### config.mk
export PLATFORM = sky130hd
export DESIGN_NAME = slider_cmd_gen
export DESIGN_NICKNAME = d
export VERILOG_FILES = /design/src/rtl/slider_cmd_gen_pkg.sv /design/src/rtl/slider_cmd_gen_key_debounce.sv /design/src/rtl/slider_cmd_gen.sv
export SDC_FILE = /design/constraint.sdc
export NUM_CORES = 1
export LEC_CHECK = 0
export ABC_AREA = 1
export CAP_MARGIN = 25
export CORE_ASPECT_RATIO = 0.75
export CORE_MARGIN = 8
export CORE_UTILIZATION = 45
export CTS_CLUSTER_DIAMETER = 50
export DETAILED_ROUTE_END_ITERATION = 16
export HOLD_SLACK_MARGIN = 0.1
export MAX_ROUTING_LAYER = met4
export PLACE_DENSITY_LB_ADDON = 0.05
export SYNTH_ARGS = -nofsm -noshare
export SYNTH_HDL_FRONTEND = slang
export SYNTH_SLANG_ARGS = --single-unit
### constraint.sdc
create_clock -name iVGA_CLK -period 1.9 [get_ports iVGA_CLK]
set_clock_uncertainty 0.05 [all_clocks]
set_input_delay 0.285 -clock iVGA_CLK [delete_from_list [all_inputs] [get_ports iVGA_CLK]]
set_output_delay 0.285 -clock iVGA_CLK [all_outputs]
set_load 0.005 [all_outputs]
### src/rtl/slider_cmd_gen_pkg.sv
// ---------------------------------------------------------------------------
// slider_cmd_gen_pkg
//   Shared constants and types for the slider command generator:
//   default timing constants, key bit positions within iKEY_n / oKey_state,
//   axis FSM state and direction encodings, and the per-axis direction
//   resolver used by both axis FSMs.
// ---------------------------------------------------------------------------
package slider_cmd_gen_pkg;

  // Default timing at a 25 MHz pixel clock
  localparam int KEY_DEBOUNCE_CYCLES = 250000;    // 10 ms
  localparam int SLIDER_SLOW_PERIOD  = 250000;    // 100 px/s
  localparam int SLIDER_FAST_PERIOD  = 62500;     // 400 px/s
  localparam int SLIDER_ACCEL_DELAY  = 12500000;  // 0.5 s
  localparam int SLIDER_CNT_W        = 24;

  // Key bit positions
  localparam int KEY_GO   = 0;
  localparam int KEY_BACK = 1;
  localparam int KEY_UP   = 2;
  localparam int KEY_DOWN = 3;

  typedef enum logic [1:0] {
    ST_IDLE = 2'd0,
    ST_SLOW = 2'd1,
    ST_FAST = 2'd2
  } axis_state_e;

  typedef enum logic [1:0] {
    DIR_NONE = 2'b00,
    DIR_POS  = 2'b01,
    DIR_NEG  = 2'b10
  } axis_dir_e;

  // Both keys of an axis pressed cancel each other out.
  function automatic axis_dir_e resolve_dir(input logic pos, input logic neg);
    case ({pos, neg})
      2'b10:   return DIR_POS;
      2'b01:   return DIR_NEG;
      default: return DIR_NONE;
    endcase
  endfunction

endpackage

### src/rtl/slider_cmd_gen_key_debounce.sv
// ---------------------------------------------------------------------------
// key_debounce
//   Synchronises one raw active-low push-button into iVGA_CLK and debounces
//   it into a clean active-high pressed level.
//   Ports:
//     iVGA_CLK  in  pixel clock
//     iRST_n    in  asynchronous active-low reset
//     iKEY_n    in  raw button, active-low, asynchronous
//     oPressed  out debounced pressed level (1 = pressed)
// ---------------------------------------------------------------------------
module key_debounce
  import slider_cmd_gen_pkg::*;
#(
  parameter int DEBOUNCE_CYCLES = KEY_DEBOUNCE_CYCLES,
  parameter int CNT_W           = SLIDER_CNT_W
) (
  input  logic iVGA_CLK,
  input  logic iRST_n,
  input  logic iKEY_n,
  output logic oPressed
);

  localparam logic [CNT_W-1:0] DB_LAST = CNT_W'(DEBOUNCE_CYCLES - 1);

  logic             sync1_q, sync1_d;
  logic             sync2_q, sync2_d;
  logic             state_q, state_d;
  logic [CNT_W-1:0] cnt_q, cnt_d;
  logic             pressed_sync;

  always_comb begin
    sync1_d      = iKEY_n;
    sync2_d      = sync1_q;
    // Invert only after the second flop so the synchroniser sees the raw pin.
    pressed_sync = ~sync2_q;
    state_d      = state_q;
    cnt_d        = '0;
    // The counter measures how long the synced level has disagreed with the
    // debounced level; any agreement restarts the measurement.
    if (pressed_sync != state_q) begin
      if (cnt_q == DB_LAST) begin
        state_d = ~state_q;
      end else begin
        cnt_d = cnt_q + CNT_W'(1);
      end
    end
  end

  always_ff @(posedge iVGA_CLK or negedge iRST_n) begin
    if (!iRST_n) begin
      sync1_q <= 1'b1;
      sync2_q <= 1'b1;
      state_q <= 1'b0;
      cnt_q   <= '0;
    end else begin
      sync1_q <= sync1_d;
      sync2_q <= sync2_d;
      state_q <= state_d;
      cnt_q   <= cnt_d;
    end
  end

  assign oPressed = state_q;

endmodule

### src/rtl/slider_cmd_gen.sv
// ---------------------------------------------------------------------------
// slider_cmd_gen
//   Input conditioning in front of the slider position register. Four raw
//   buttons are synchronised and debounced, resolved per axis, and turned
//   into single-cycle move strobes with auto-repeat (step on press, slow
//   repeat while held, fast repeat after a long hold).
//   Ports:
//     iVGA_CLK      in  pixel clock, rising edge
//     iRST_n        in  asynchronous active-low reset
//     iKEY_n[3:0]   in  raw buttons, active-low: [0]go [1]back [2]up [3]down
//     iEnable       in  game running; low suppresses all strobes
//     oSlider_go    out strobe, +1 x
//     oSlider_back  out strobe, -1 x
//     oSlider_up    out strobe, -1 y
//     oSlider_down  out strobe, +1 y
//     oKey_state    out debounced pressed levels, active-high
// ---------------------------------------------------------------------------
module slider_cmd_gen
  import slider_cmd_gen_pkg::*;
#(
  parameter int DEBOUNCE_CYCLES = KEY_DEBOUNCE_CYCLES,
  parameter int SLOW_PERIOD     = SLIDER_SLOW_PERIOD,
  parameter int FAST_PERIOD     = SLIDER_FAST_PERIOD,
  parameter int ACCEL_DELAY     = SLIDER_ACCEL_DELAY,
  parameter int CNT_W           = SLIDER_CNT_W
) (
  input  logic       iVGA_CLK,
  input  logic       iRST_n,
  input  logic [3:0] iKEY_n,
  input  logic       iEnable,
  output logic       oSlider_go,
  output logic       oSlider_back,
  output logic       oSlider_up,
  output logic       oSlider_down,
  output logic [3:0] oKey_state
);

  localparam logic [CNT_W-1:0] SLOW_LAST  = CNT_W'(SLOW_PERIOD - 1);
  localparam logic [CNT_W-1:0] FAST_LAST  = CNT_W'(FAST_PERIOD - 1);
  localparam logic [CNT_W-1:0] ACCEL_LAST = CNT_W'(ACCEL_DELAY - 1);

  logic [3:0] key_state;
  logic [1:0] axis_pos;    // [0] = x (go),   [1] = y (down)
  logic [1:0] axis_neg;    // [0] = x (back), [1] = y (up)
  logic [1:0] strobe_pos;
  logic [1:0] strobe_neg;

  for (genvar k = 0; k < 4; k++) begin : g_key
    key_debounce #(
      .DEBOUNCE_CYCLES(DEBOUNCE_CYCLES),
      .CNT_W          (CNT_W)
    ) u_key (
      .iVGA_CLK(iVGA_CLK),
      .iRST_n  (iRST_n),
      .iKEY_n  (iKEY_n[k]),
      .oPressed(key_state[k])
    );
  end

  assign axis_pos = {key_state[KEY_DOWN], key_state[KEY_GO]};
  assign axis_neg = {key_state[KEY_UP],   key_state[KEY_BACK]};

  // One identical repeat FSM per axis; the axes never interact.
  for (genvar a = 0; a < 2; a++) begin : g_axis
    axis_state_e      state_q, state_d;
    axis_dir_e        dir_q, dir_d, dir_in;
    logic [CNT_W-1:0] period_q, period_d;
    logic [CNT_W-1:0] hold_q, hold_d;
    logic [CNT_W-1:0] period_last;
    logic             sp_q, sp_d;
    logic             sn_q, sn_d;

    assign dir_in      = resolve_dir(axis_pos[a], axis_neg[a]);
    assign period_last = (state_q == ST_FAST) ? FAST_LAST : SLOW_LAST;

    always_comb begin
      state_d  = state_q;
      dir_d    = dir_q;
      period_d = period_q;
      hold_d   = hold_q;
      sp_d     = 1'b0;
      sn_d     = 1'b0;
      if (!iEnable || dir_in == DIR_NONE) begin
        state_d = ST_IDLE;
      end else if (state_q == ST_IDLE || dir_in != dir_q) begin
        // Fresh press, or a reversal which counts as a fresh press.
        state_d  = ST_SLOW;
        dir_d    = dir_in;
        period_d = '0;
        hold_d   = '0;
        sp_d     = (dir_in == DIR_POS);
        sn_d     = (dir_in == DIR_NEG);
      end else begin
        if (period_q == period_last) begin
          period_d = '0;
          sp_d     = (dir_q == DIR_POS);
          sn_d     = (dir_q == DIR_NEG);
        end else begin
          period_d = period_q + CNT_W'(1);
        end
        // hold_cnt only advances in SLOW; once it tops out we move to FAST
        // and restart the period so the fast cadence starts cleanly.
        if (state_q == ST_SLOW) begin
          if (hold_q == ACCEL_LAST) begin
            state_d  = ST_FAST;
            period_d = '0;
          end else begin
            hold_d = hold_q + CNT_W'(1);
          end
        end
      end
    end

    always_ff @(posedge iVGA_CLK or negedge iRST_n) begin
      if (!iRST_n) begin
        state_q  <= ST_IDLE;
        dir_q    <= DIR_NONE;
        period_q <= '0;
        hold_q   <= '0;
        sp_q     <= 1'b0;
        sn_q     <= 1'b0;
      end else begin
        state_q  <= state_d;
        dir_q    <= dir_d;
        period_q <= period_d;
        hold_q   <= hold_d;
        sp_q     <= sp_d;
        sn_q     <= sn_d;
      end
    end

    assign strobe_pos[a] = sp_q;
    assign strobe_neg[a] = sn_q;
  end

  assign oSlider_go   = strobe_pos[0];
  assign oSlider_back = strobe_neg[0];
  assign oSlider_down = strobe_pos[1];
  assign oSlider_up   = strobe_neg[1];
  assign oKey_state   = key_state;

endmodule

# Yosys cells after proc, flatten, opt, wreduce, memory -nomap -nowiden
# Cells that the tools add are included.
[classes]
n_mux = 46
add_sub_neg = 8
reduce_logical = 25
bitwise = 10
eq_ne = 32
[op_table]
columns = ["operator", "n"]
rows = [
  ["$mux W24", 22],
  ["$add A24 B1 Y24 const B", 8],
  ["$eq A24 B18 Y1 const B", 4],
  ["$eq A24 B18 Y1", 2],
  ["$eq A24 B24 Y1 const B", 2],
  ["$mux W18", 2],
  ["$eq A2 B1 Y1 const B", 8],
  ["$eq A2 B2 Y1 const B", 8],
  ["$mux W2", 8],
  ["$reduce_and A2 Y1", 8],
  ["$mux W1", 12],
  ["$reduce_bool A3 Y1", 4],
  ["$not A1 Y1", 10],
  ["$logic_not A2 Y1", 4],
  ["$pmux W2 S2", 2],
  ["$reduce_and A3 Y1", 2],
  ["$logic_or A1 B1 Y1", 4],
  ["$ne A1 B1 Y1", 4],
  ["$ne A2 B2 Y1", 2],
  ["$ne A2 B2 Y1 const B", 2],
  ["$reduce_bool A2 Y1", 2],
  ["$logic_not A1 Y1", 1],
]
[word_totals]
wordCells = 149
reg_bits = 216
out_inout_bits = 8
input_bits = 7

# Logic depth before layout (Yosys ltp)
[depth]
ltp_word = 7
mapped_depth = 13

# Hierarchy
# A second synthesis with hierarchy kept.
[hier_totals]
cells_unflattened = 1920
area_unflattened_um2 = 13703.1
[by_module_without_submodules]
columns = ["mod", "instances", "cells_per_inst", "area_each_um2", "seq_area_each_um2"]
rows = [
  ["slider_cmd_gen", 1, 1092, 7302.0, 2702.6],
  ["key_debounce (g_key[0].u_key ...)", 3, 207, 1611.5, 678.2],
  ["key_debounce (g_key[3].u_key)", 1, 207, 1566.5, 678.2],
]

# Least setup slack after synthesis
# No wires, ideal clock.
[synth_path]
kind = "flip-flop to flip-flop"
from = "register g_key[0].u_key.state_q"
to = "register g_axis[0].hold_q[0]"
synth_period_minus_slack_ns = 1.951
required_ns = 1.728
stages_incl_launch_ff = 12
arrival_ns = 1.779
path_slack_ns = -0.051
path_buffers = 2
setup_time_ns = 0.122
cell_sequence = "dfrtp_1 -> inv_1 -> ha_1 -> or2_1 -> buf_2 -> nor2_2 -> inv_2 -> nand2_4 -> inv_6 -> buf_6 -> nand2_1 -> o21ai_2"
[synth_between]
elab_chain_len = 6
elab_cells_between_ends = 12
classes_between = "eq/ne: 4; mux: 2; bitwise: 1; reduce/logical: 5"
[synth_rtl]
columns = ["item", "line_no", "source"]
rows = [
  ["start: declaration", "slider_cmd_gen_key_debounce.sv:27", "logic state_q, state_d;"],
  ["start signal: assignment", "slider_cmd_gen_key_debounce.sv:58", "state_q <= state_d;"],
  ["$eq A2 B1 Y1 / $eq A2 B2 Y1 (equally long branches)", "slider_cmd_gen_pkg.sv:37", "case ({pos, neg})"],
  ["$pmux W2 S2 (*)", "slider_cmd_gen_pkg.sv:37", ""],
  ["$ne A2 B2 Y1 / $logic_not A2 Y1 (equally long branches)", "slider_cmd_gen.sv:85, slider_cmd_gen.sv:83", ""],
  ["$logic_or A1 B1 Y1, on equally long branches", "slider_cmd_gen.sv:85, slider_cmd_gen.sv:83", ""],
  ["$ne A2 B2 Y1 (no line) (tied with other cells)", "-", ""],
  ["$reduce_and A3 Y1 (no line)", "-", ""],
  ["end signal: assignment", "slider_cmd_gen.sv:126", "hold_q <= hold_d;"],
  ["end: declaration", "slider_cmd_gen.sv:68", "logic [CNT_W-1:0] hold_q, hold_d;"],
]
# Every way passes the cells marked *; elsewhere a longest branch is shown, timed or not.
# A chain may end at the register's enable or synchronous reset.

# Worst setup path in the final report
[layout_path]
from = "register g_key[1].u_key.state_q"
to = "output oKey_state[1]"
[layout_rtl]
columns = ["item", "line_no", "source"]
rows = [
  ["start: declaration", "slider_cmd_gen_key_debounce.sv:27", ""],
  ["start signal: assignment", "slider_cmd_gen_key_debounce.sv:58", ""],
  ["end: declaration", "slider_cmd_gen.sv:35", "output logic [3:0] oKey_state"],
]
# No word-level cell between the ends.

==> metrics.cfg <==
[detailed_routing]
via_per_inst = 5.05
drtIter0Drc = 1072
vias = 12400
wl_mm = 35.1
ant_nets = 0
routedWlPerCell_um = 14.3
drc = 0
drt_first_pass_iters = 5

[logic_synthesis]
ys_top_cells_by_area = dfrtp_1, nand2_1, nor2_1
synthesis.area_sq_um = 13400
synth_cell_types = 44
synth_edf_count = 0
syn-num-nets = 1941
synth_cells = 1918
ys_warn_count = 0
avgSynthCellArea_sq_um = 6.99
yosysMostFrequentCell = nand2_1
synth_top_cell_area_share = 0.388
synth_area_leader_cell = dfrtp_1
synth_commonest_cells = nand2_1, nor2_1, dfrtp_1, inv_1, nand3_1
ys_seq_elements = 216
synth-main-ff-cell = dfrtp_1
seq_area_frac_synth = 0.404
async_flop_share = 1.00

[sta]
slew_headroom = 0.630
rsz0062_at_grt = yes
layout_setup_ws_ps = 44.4
hold_viol = 0
post-route-period-util = 0.977
period_minus_slack_ps = 1860
finalMaxSlewViolations = 0
hold_ws_ps = 125
tightestPinTransition_ps = 554
finalSetupViolations = 0
max_freq_mhz = 539

[worst_setup_path]
crit_slowest_cell = dfrtp_1
ff2ff_path_depth = 12
start_kind = flop
cp.required_ps = 1560
endpoint_kind = primary output
crit_type = flop to primary output
cpLargestDelayFamily = buffers and inverters
crit_path_max_incr_delay_ps = 430
critPathBufInv = 3
crit_fanout = 4
worst_ep_arrival_time_ps = 1520
crit_cells = 3
critical_path.cell_chain = buf_4 -> buf_6 -> dlygate4sd2_1

[cells_and_area]
fillers = 2870
drive_above_1_share = 0.143
antenna_cells = 0
nets = 2066
area_growth_pct = 20.2
final_core_util = 0.552

[grt]
antenna_found_initial = 0
gr-total-overflow = 0
track_usage = 0.202
grt_pass1_wl_mm = 58.8
grt_pass1_vias = 11600
grt_max_degree = 59

[clock_tree]
clk_pin_slew_ps = 70
cts.sinks = 216
htreeDepth = 1
cts_buffers = 31
cts_tree = built
clk_latency_ps = 570
cts_buffer_depth = 3
cts-root-buf = clkbuf_16

[die]
die_x_um = 215
fp.dieH_um = 165
ios = 15
rows = 54
initial_core_util = 0.459
design.die.area_sq_um = 35600
core-area_sq_um = 29200

[pwr]
power.density_nw_per_um2 = 712
p_leak_uw = 0.00703
seqPwrFrac = 0.411
swShare = 0.238
pwr-share-comb = 0.031
intPower_uw = 8750
irDropWorstVdd_mv = 0.742
total_power_uw = 11500
p_clk_frac = 0.558
p_switching_uw = 2730

[hold_path]
min_path_type = primary input to flop
min_delay_path_depth = 1

[status]
outcome = completed

[placement]
dp_hpwl_mm = 25.8
gp_congestion = 0.944
io_buffers = 14
dp_slack_ps = -170

[flow_run]
cap_viol_max_count = 0

[power by group through the flow]
| stage | sequential [uW] | combinational [uW] | clock (uW) |
|---|---|---|---|
| after floorplan | 4800 | 140 | 0 |
| after global placement | 4800 | 345 | 0 |
| final | 4720 | 352 | 6400 |
| after CTS | 4720 | 361 | 6590 |
| after detailed placement | 4800 | 349 | 0 |
| after global routing | 4730 | 406 | 6780 |
[placed cells by master (no fill, tap or decap), types with 8 or more instances in the layout]
| cell type | netlist | layout |
|---|---|---|
| buf_4 | 7 | 87 |
| nand3_1 | 136 | 135 |
| o21ai_2 | 35 | 40 |
| nand2_2 | 11 | 11 |
| nand2_1 | 556 | 554 |
| dfrtp_1 | 208 | 207 |
| clkdlybuf4s50_1 | 0 | 9 |
| clkbuf_16 | 0 | 31 |
| o21ai_0 | 35 | 25 |
| inv_1 | 192 | 186 |
| ha_1 | 16 | 11 |
| o21ai_1 | 18 | 23 |
| nor3_1 | 60 | 59 |
| nor2_2 | 5 | 14 |
| nand4_1 | 65 | 65 |
| inv_2 | 16 | 21 |
| xor2_1 | 48 | 48 |
| nor2_1 | 375 | 364 |
| dfstp_2 | 8 | 8 |
| a21oi_1 | 17 | 17 |
| xnor2_1 | 33 | 33 |
[path summary, 6_finish.rpt]
path / startpoint / endpoint / slack (ps)
worst max-delay path: g_key[1].u_key.oPressed$_DFFE_PN0P_ / oKey_state[1] / 40
worst min-delay path: iKEY_n[3] / g_key[3].u_key.sync1_q$_DFF_PN1_ / 130
worst max register to register: g_key[2].u_key.oPressed$_DFFE_PN0P_ / g_axis[1].period_q[17]$_DFFE_PN0P_ / 90
worst min register to register: g_key[0].u_key.sync1_q$_DFF_PN1_ / g_key[0].u_key.sync2_q$_DFF_PN1_ / 310
max in group asynchronous: iRST_n / g_axis[1].hold_q[18]$_DFFE_PN0P_ / 220
min in group asynchronous: iRST_n / g_axis[1].hold_q[20]$_DFFE_PN0P_ / 650
[worst reg2reg max path: cells and delay by family, from the launching register on]
family                   cells  cell delay [ps]
AND/OR/NAND/NOR              8              780
flip-flops                   1              410
buffers and inverters        3              350
adder cells (fa/ha/maj)      1              160
[metrics by stage]
stage,instance area (sq um),std cells,TNS [ps]
after floorplan,13400,1918,0
after global routing,16100,2460,-285
after CTS,15800,2451,0
final,16100,2460,0
after detailed placement,14600,2388,-6050
after global placement,14600,2388,-4270
[kinds of logic after synthesis]
family / after synthesis / synth area share
xor gates and xnor gates: 81 / 0.0530
adders and majority gates: 16 / 0.0149
AOI/OAI and AO/OA: 116 / 0.0553
and+or+nand+nor: 1248 / 0.399
buffers and inverters: 241 / 0.0735
DFF: 216 / 0.404
[flip-flops by register name, indices dropped and copies added (netlist names), 4 cells and up]
register	count
g_axis.state_q	4
g_key.u_key.oPressed	4
g_axis.period_q	48
g_key.u_key.cnt_q	96
g_key.u_key.sync2_q	4
g_axis.hold_q	48
g_key.u_key.sync1_q	4
g_axis.dir_q	4
[cell type report]
type                            instances  area (sq um)  area share
Multi-Input combinational cell       1463          7200       0.447
Inverter                              213           817      0.0507
Clock buffer                           33           793      0.0492
Timing Repair Buffer                  118          1020      0.0636
Clock inverter                         25           363      0.0225
Tap cell                              392           490      0.0304
Sequential cell                       216          5420       0.336
[metal layers]
| metal | GRT usage | wire, um | part of all wire | vias to the layer above |
|---|---|---|---|---|
| li1 | - | - | - | 6368 |
| met1 | 0.309 | 18800 | 0.54 | 5771 |
| met2 | 0.278 | 13900 | 0.39 | 253 |
| met3 | 0.0322 | 1910 | 0.054 | 37 |
| met4 | 0.0380 | 510 | 0.015 | 0 |
| met5 | - | 0 | 0 | - |
[repair_timing]
action,in CTS,in global routing
endpoints found under the hold margin,212,1
pin swaps,0,10
endpoints found under the setup margin,51,108
cloned,0,2
resized for setup,11,61
hold buffers,5,1
setup buffers,0,6
No activity file was read; power rests on OpenSTA's default activity.
